**src/rtl/branch_pkg.sv**
```systemverilog
// Shared definitions for the branch resolution path: condition codes,
// 2-bit history counter states and the history table reset value.
package branch_pkg;

  localparam logic [3:0] BR_NONE = 4'd0;
  localparam logic [3:0] BR_BEQ  = 4'd1;
  localparam logic [3:0] BR_BNE  = 4'd2;
  localparam logic [3:0] BR_BLEZ = 4'd3;
  localparam logic [3:0] BR_BGTZ = 4'd4;
  localparam logic [3:0] BR_BLT  = 4'd5;
  localparam logic [3:0] BR_BGEZ = 4'd6;
  localparam logic [3:0] BR_BLTU = 4'd7;
  localparam logic [3:0] BR_BGEU = 4'd8;

  typedef enum logic [1:0] {
    SNT = 2'b00,
    WNT = 2'b01,
    WT  = 2'b10,
    ST  = 2'b11
  } bht_state_e;

  localparam bht_state_e BHT_RST = WNT;

  // Codes above BR_BGEU are reserved and behave like BR_NONE.
  function automatic logic is_branch_code(input logic [3:0] code);
    return (code != BR_NONE) && (code <= BR_BGEU);
  endfunction

endpackage

```
**src/rtl/branch_cond_eval.sv**
```systemverilog
// Combinational branch condition evaluator; shared with the ID-stage
// early-branch path, so it holds no state.
module branch_cond_eval #(
  parameter int DATA_W = 32
) (
  input  logic [3:0]        ctrl,
  input  logic [DATA_W-1:0] a,
  input  logic [DATA_W-1:0] b,
  output logic              taken,
  output logic              is_branch
);
  import branch_pkg::*;

  logic signed [DATA_W-1:0] a_s;
  logic signed [DATA_W-1:0] b_s;
  logic                     a_zero;

  assign a_s    = a;
  assign b_s    = b;
  assign a_zero = (a == '0);

  always_comb begin
    taken     = 1'b0;
    is_branch = is_branch_code(ctrl);
    case (ctrl)
      BR_BEQ:  taken = (a == b);
      BR_BNE:  taken = (a != b);
      BR_BLEZ: taken = a_s[DATA_W-1] || a_zero;
      BR_BGTZ: taken = !a_s[DATA_W-1] && !a_zero;
      BR_BLT:  taken = (a_s < b_s);
      BR_BGEZ: taken = !a_s[DATA_W-1];
      BR_BLTU: taken = (a < b);
      BR_BGEU: taken = (a >= b);
      default: taken = 1'b0;
    endcase
  end

endmodule

```
**src/rtl/branch_resolve_unit.sv**
```systemverilog
// EX-stage branch resolution: one registered compare stage with valid/ready,
// mispredict/redirect generation, 2-bit BHT and saturating perf counters.
module branch_resolve_unit #(
  parameter int DATA_W    = 32,
  parameter int PC_W      = 32,
  parameter int BHT_DEPTH = 64,
  parameter int CNT_W     = 16
) (
  input  logic              clk,
  input  logic              rst_n,
  input  logic [PC_W-1:0]   lookup_pc,
  output logic              lookup_taken,
  input  logic              in_valid,
  output logic              in_ready,
  input  logic [3:0]        in_ctrl,
  input  logic [DATA_W-1:0] in_a,
  input  logic [DATA_W-1:0] in_b,
  input  logic [PC_W-1:0]   in_pc,
  input  logic [PC_W-1:0]   in_target,
  input  logic              in_pred_taken,
  input  logic              flush,
  output logic              out_valid,
  input  logic              out_ready,
  output logic              out_taken,
  output logic              out_mispredict,
  output logic [PC_W-1:0]   out_redirect_pc,
  output logic [CNT_W-1:0]  perf_branches,
  output logic [CNT_W-1:0]  perf_mispred
);
  import branch_pkg::*;

  localparam int IDX_W = $clog2(BHT_DEPTH);

  function automatic logic [CNT_W-1:0] sat_inc(input logic [CNT_W-1:0] v);
    return (&v) ? v : v + CNT_W'(1);
  endfunction

  function automatic bht_state_e bht_next(input bht_state_e s, input logic taken);
    bht_state_e n;
    n = s;
    if (taken) begin
      case (s)
        SNT:     n = WNT;
        WNT:     n = WT;
        default: n = ST;
      endcase
    end else begin
      case (s)
        ST:      n = WT;
        WT:      n = WNT;
        default: n = SNT;
      endcase
    end
    return n;
  endfunction

  bht_state_e        bht [BHT_DEPTH];
  logic [IDX_W-1:0]  lookup_idx;
  logic [IDX_W-1:0]  idx_p0;
  logic              taken_p0;
  logic              br_p0;
  logic              accept;
  logic              commit;
  logic              unused_lookup_bits;

  logic              vld_p1;
  logic              br_p1;
  logic              taken_p1;
  logic              mispred_p1;
  logic [PC_W-1:0]   redirect_p1;
  logic [IDX_W-1:0]  idx_p1;
  logic [CNT_W-1:0]  branches_q;
  logic [CNT_W-1:0]  mispred_q;

  assign lookup_idx         = lookup_pc[IDX_W+1:2];
  assign idx_p0             = in_pc[IDX_W+1:2];
  assign unused_lookup_bits = ^lookup_pc;
  // Read of the pre-commit table contents; an entry committing this cycle is not bypassed.
  assign lookup_taken       = bht[lookup_idx][1];

  assign in_ready = !vld_p1 || out_ready;
  assign accept   = in_valid && in_ready && !flush;
  assign commit   = vld_p1 && out_ready && !flush && br_p1;

  // Stage p0: condition evaluation on the incoming operands
  branch_cond_eval #(.DATA_W(DATA_W)) u_cond_eval (
    .ctrl      (in_ctrl),
    .a         (in_a),
    .b         (in_b),
    .taken     (taken_p0),
    .is_branch (br_p0)
  );

  // Stage p1: result register, held while the consumer stalls
  always_ff @(posedge clk) begin
    if (!rst_n) begin
      vld_p1      <= 1'b0;
      br_p1       <= 1'b0;
      taken_p1    <= 1'b0;
      mispred_p1  <= 1'b0;
      redirect_p1 <= '0;
    end else begin
      if (flush)          vld_p1 <= 1'b0;
      else if (accept)    vld_p1 <= 1'b1;
      else if (out_ready) vld_p1 <= 1'b0;
      if (accept) begin
        br_p1       <= br_p0;
        taken_p1    <= taken_p0;
        mispred_p1  <= br_p0 && (taken_p0 != in_pred_taken);
        redirect_p1 <= taken_p0 ? in_target : in_pc + PC_W'(4);
      end
    end
  end

  always_ff @(posedge clk) begin
    if (accept) idx_p1 <= idx_p0;
  end

  // Commit: history and counters advance only when a real branch leaves the stage
  always_ff @(posedge clk) begin
    if (!rst_n) begin
      for (int i = 0; i < BHT_DEPTH; i++) bht[i] <= BHT_RST;
      branches_q <= '0;
      mispred_q  <= '0;
    end else if (commit) begin
      bht[idx_p1] <= bht_next(bht[idx_p1], taken_p1);
      branches_q  <= sat_inc(branches_q);
      if (mispred_p1) mispred_q <= sat_inc(mispred_q);
    end
  end

  assign out_valid       = vld_p1;
  assign out_taken       = taken_p1;
  assign out_mispredict  = mispred_p1;
  assign out_redirect_pc = redirect_p1;
  assign perf_branches   = branches_q;
  assign perf_mispred    = mispred_q;

endmodule

```
**config.mk**
```make
export PLATFORM = sky130hd
export DESIGN_NAME = branch_resolve_unit
export DESIGN_NICKNAME = d
export VERILOG_FILES = /design/src/rtl/branch_pkg.sv /design/src/rtl/branch_cond_eval.sv /design/src/rtl/branch_resolve_unit.sv
export SDC_FILE = /design/constraint.sdc
export NUM_CORES = 1
export LEC_CHECK = 0
export ABC_CLOCK_PERIOD_IN_PS = 5500
export CAP_MARGIN = 30
export CORE_MARGIN = 2
export CORE_UTILIZATION = 45
export DETAILED_ROUTE_END_ITERATION = 12
export PLACE_DENSITY = 0.72
export SLEW_MARGIN = 20
export SYNTH_ARGS = -nofsm -noshare
export SYNTH_HDL_FRONTEND = slang
export SYNTH_SLANG_ARGS = --single-unit
```
**constraint.sdc**
```tcl
create_clock -name clk -period 5.5 [get_ports clk]
set_input_delay 0.55 -clock clk [delete_from_list [all_inputs] [get_ports clk]]
set_output_delay 0.55 -clock clk [all_outputs]
set_load 0.02 [all_outputs]
```
==> results.yml <==
clock_tree:
  clkTransAtPathRegs_ns: 0.05
  clock_latency_ns: 0.52
  hold_buffers: 0
  cts_resized: 0
  cts.sink_count: 208
  cts_tree: "done"
  cts_made_buffers: 24
  htree_levels: 1
  post-cts-setup-buffer-count: 0
  cts-root-buf: "clkbuf_16"
  clock_tree.buffer_depth: 3
worst_setup_path:
  cp_slowest_stage_delay_ns: 1.10
  crit_top_cell: "mux4_2"
  worstPathRequired_ns: 4.95
  path_max_fanout: 16
  end_kind: "primary output"
  worst_path_max_delay_cell: "clkdlybuf4s50_1"
  arrival_ns: 3.66
  path_class: "primary input to primary output"
  reg2regPathDepth: 9
  path_cells: "clkdlybuf4s50_1 -> mux4_2 -> mux4_2 -> mux4_2 -> clkdlybuf4s50_1"
  critPathLaunchType: "primary input"
  reg2reg_to: "bht[24][1]$_SDFFCE_PN0P_"
  reg2reg_slack_ns: 1.36
sta:
  tightest_slew_ns: 0.963
  min_period_over_period_pct: 76.6
  finalSetupViolations: 0
  min_period_ns: 4.21
  slew_viol_final: 0
  final_hold_viol_count: 0
  holdWs_ns: 0.478
  worst_slew_margin_rel_pct: 35.6
  fmax_ghz: 0.237
  finalClockSkew_ns: 0.0225
  setup_tns_ns: 0
  rsz0062_at_grt: "false"
grt:
  grt_start_max_net_pins: 87
  grt-ovfl-total: 0
  grt_pass1_wl_mm: 49.8
  antenna_found_initial: 0
  grt_use_total_pct: 23.6
  grt_pass1_vias: 9646
place:
  place_inst: 1604
  hpwl_mm: 22.4
  port_buffers: 212
  place_congestion: 0.858
cells_and_area:
  final_nets: 1511
  syn_to_final_growth_pct: 26.9
  diodes: 0
  stdcell_count: 1654
  drive_above_1_share_pct: 10.3
pwr:
  combPwrFrac_pct: 14.4
  p_sw_mw: 0.943
  p_per_area_mw_per_mm2: 253
  ir_worst_vdd_mv: 0.284
  clkPwrFrac_pct: 39.2
  sequentialPowerShare_pct: 46.4
  switching_share_pct: 25.2
  total_leakage_power_nw: 4.95
  p_int_mw: 2.80
die:
  initial_core_util_pct: 46.1
  die_height_um: 165
  ioPinCount: 239
  coreArea_mm2: 0.0253
  dieArea_mm2: 0.0272
  die_w_um: 165
  rows: 58
route:
  dr.first_iter.drc_count: 657
  ant_nets: 0
  vias_per_cell: 5.76
  routedWlPerCell_um: 19.0
  route.detailed.drc: 0
  wirelength_mm: 31.4
  route.vias.total: 9523
  drt-pass1-iter-count: 5
min_path:
  holdPathEnd: "out_taken$_SDFFE_PN0P_"
  hold_class: "flop to flop"
  hold_start: "out_taken$_SDFFE_PN0P_"
  hold_path_depth: 2
yosys:
  ys.warnings.count: 0
  yosysSeqAreaShare_pct: 47.3
  synth_ff_type: "edfxtp_1"
  ys_ff_latch: 208
  synth-edff-count: 134
  postSynthAreaPerCell_um2: 10.3
  ys_async_sr_fraction_pct: 0
  syn_nets: 1335
  syn_inst: 1130
  synth_area_mm2: 0.0116
  synth.distinct_cells: 54
outcome:
  status: "complete, no violations"
flow_run:
  maxCapViolations: 0
==> area by class of cell <==
type                            instances  area [um^2]
Tap cell                              330          413
Clock inverter                          8         55.1
Timing Repair Buffer                  237         2340
Fill cell                            2138        10500
Inverter                               44          165
Multi-Input combinational cell        791         5620
Clock buffer                           36          667
Sequential cell                       208         5510
==> worst max path at each step <==
stage / endpoint / depth (start not counted) / start
floorplan: lookup_taken / 5 / lookup_pc[2]
global placement: lookup_taken / 5 / lookup_pc[3]
detailed placement: lookup_taken / 5 / lookup_pc[3]
CTS: lookup_taken / 5 / lookup_pc[3]
global route: bht[24][1]$_SDFFCE_PN0P_ / 9 / flop
finish: lookup_taken / 5 / lookup_pc[3]
==> logic make-up after synthesis <==
| kind of cell | synth area share, % |
|---|---|
| AO/OA/AOI/OAI | 7.10 |
| adder cells (fa/ha/maj) | 3.85 |
| AND/OR/NAND/NOR | 20.2 |
| flip-flops | 47.3 |
| multiplexers | 12.6 |
| XOR/XNOR | 4.06 |
| buffers and inverters | 4.86 |
==> synth_stat cells (4+ instances only) <==
library cell | n | share of area [%]
nand2_1 | 185 | 6.0
edfxtp_1 | 134 | 35
nor2_1 | 127 | 4.1
nand3_1 | 116 | 5.0
dfxtp_1 | 74 | 13
clkbuf_1 | 64 | 2.1
mux4_2 | 63 | 12
inv_1 | 43 | 1.4
ha_1 | 35 | 3.8
xor2_1 | 31 | 2.3
a21oi_1 | 23 | 0.99
o2111ai_1 | 23 | 1.7
o311ai_0 | 23 | 1.7
xnor2_1 | 23 | 1.7
nand4_1 | 19 | 1.0
o21ai_0 | 18 | 0.77
nor4_1 | 13 | 0.70
and3_1 | 9 | 0.48
buf_2 | 8 | 0.34
buf_6 | 8 | 0.77
nor3_1 | 8 | 0.34
or3_1 | 8 | 0.43
and4_1 | 7 | 0.53
buf_1 | 6 | 0.19
nor2b_1 | 6 | 0.32
a211oi_1 | 5 | 0.32
a221oi_1 | 5 | 0.38
and2_1 | 4 | 0.21
mux2i_1 | 4 | 0.34
nor3b_1 | 4 | 0.26
o211ai_1 | 4 | 0.26
or4_1 | 4 | 0.26
==> worst max-delay path: cells and delay by family <==
| family | cells | cell delay [ns] |
|---|---|---|
| multiplexers | 3 | 1.46 |
| buffers and inverters | 2 | 1.65 |
==> metrics by stage <==
stage / power (mW) / area, um^2 / utilization (%) / setup WS [ns]
final: 3.74 / 14800 / 58.5 / 1.29
after global routing: 3.88 / 14800 / 58.5 / 1.12
after CTS: 3.76 / 14700 / 58.3 / 1.29
after detailed placement: 2.31 / 14000 / 55.4 / 1.30
after global placement: 2.29 / 14000 / 55.4 / 1.32
after floorplan: 2.05 / 11600 / - / 1.92
==> flip-flops by register name, indices dropped and copies added, names as in the netlist, named ones only <==
register and flops:
out_redirect_pc 32, out_taken 1, idx_p1 6, br_p1 1, perf_mispred 16, bht 128
perf_branches 16, out_mispredict 1, out_valid 1
==> layer usage <==
metal	up-vias	part of all wire (%)	track usage (%)
li1	4509	-	-
met1	4550	37	28.6
met2	405	50	41.2
met3	59	9.5	5.58
met4	0	3.4	8.30
met5	-	0	0
==> power by group through the flow <==
stage	Clock [mW]	Combinational, mW	Sequential [mW]
floorplan	0	0.280	1.77
global placement	0	0.529	1.77
detailed placement	0	0.538	1.77
CTS	1.49	0.540	1.73
global route	1.56	0.581	1.74
finish	1.47	0.538	1.73
==> layout by cell type, fill, tap and decap left out, types with 4 or more instances in the layout <==
cell and n:
o211ai_1 4, or3_1 8, nand2_1 185, xnor2_1 23
a221oi_1 5, nand3_1 116, nor2b_1 6, nor3_1 7
buf_4 23, xor2_1 31, clkbuf_1 9, o311ai_0 23
nand4_1 19, o21ai_0 18, and3_1 9, mux2i_1 4
nor4_1 13, o2111ai_1 23, or4_1 4, ha_1 35
and2_1 4, nor2_1 127, clkinv_2 4, a211oi_1 4
dfxtp_1 73, edfxtp_1 134, and4_1 7, clkdlybuf4s50_1 211
mux4_2 63, a21oi_1 23, inv_1 43, clkbuf_16 24
No activity file was read; power rests on OpenSTA's default activity.
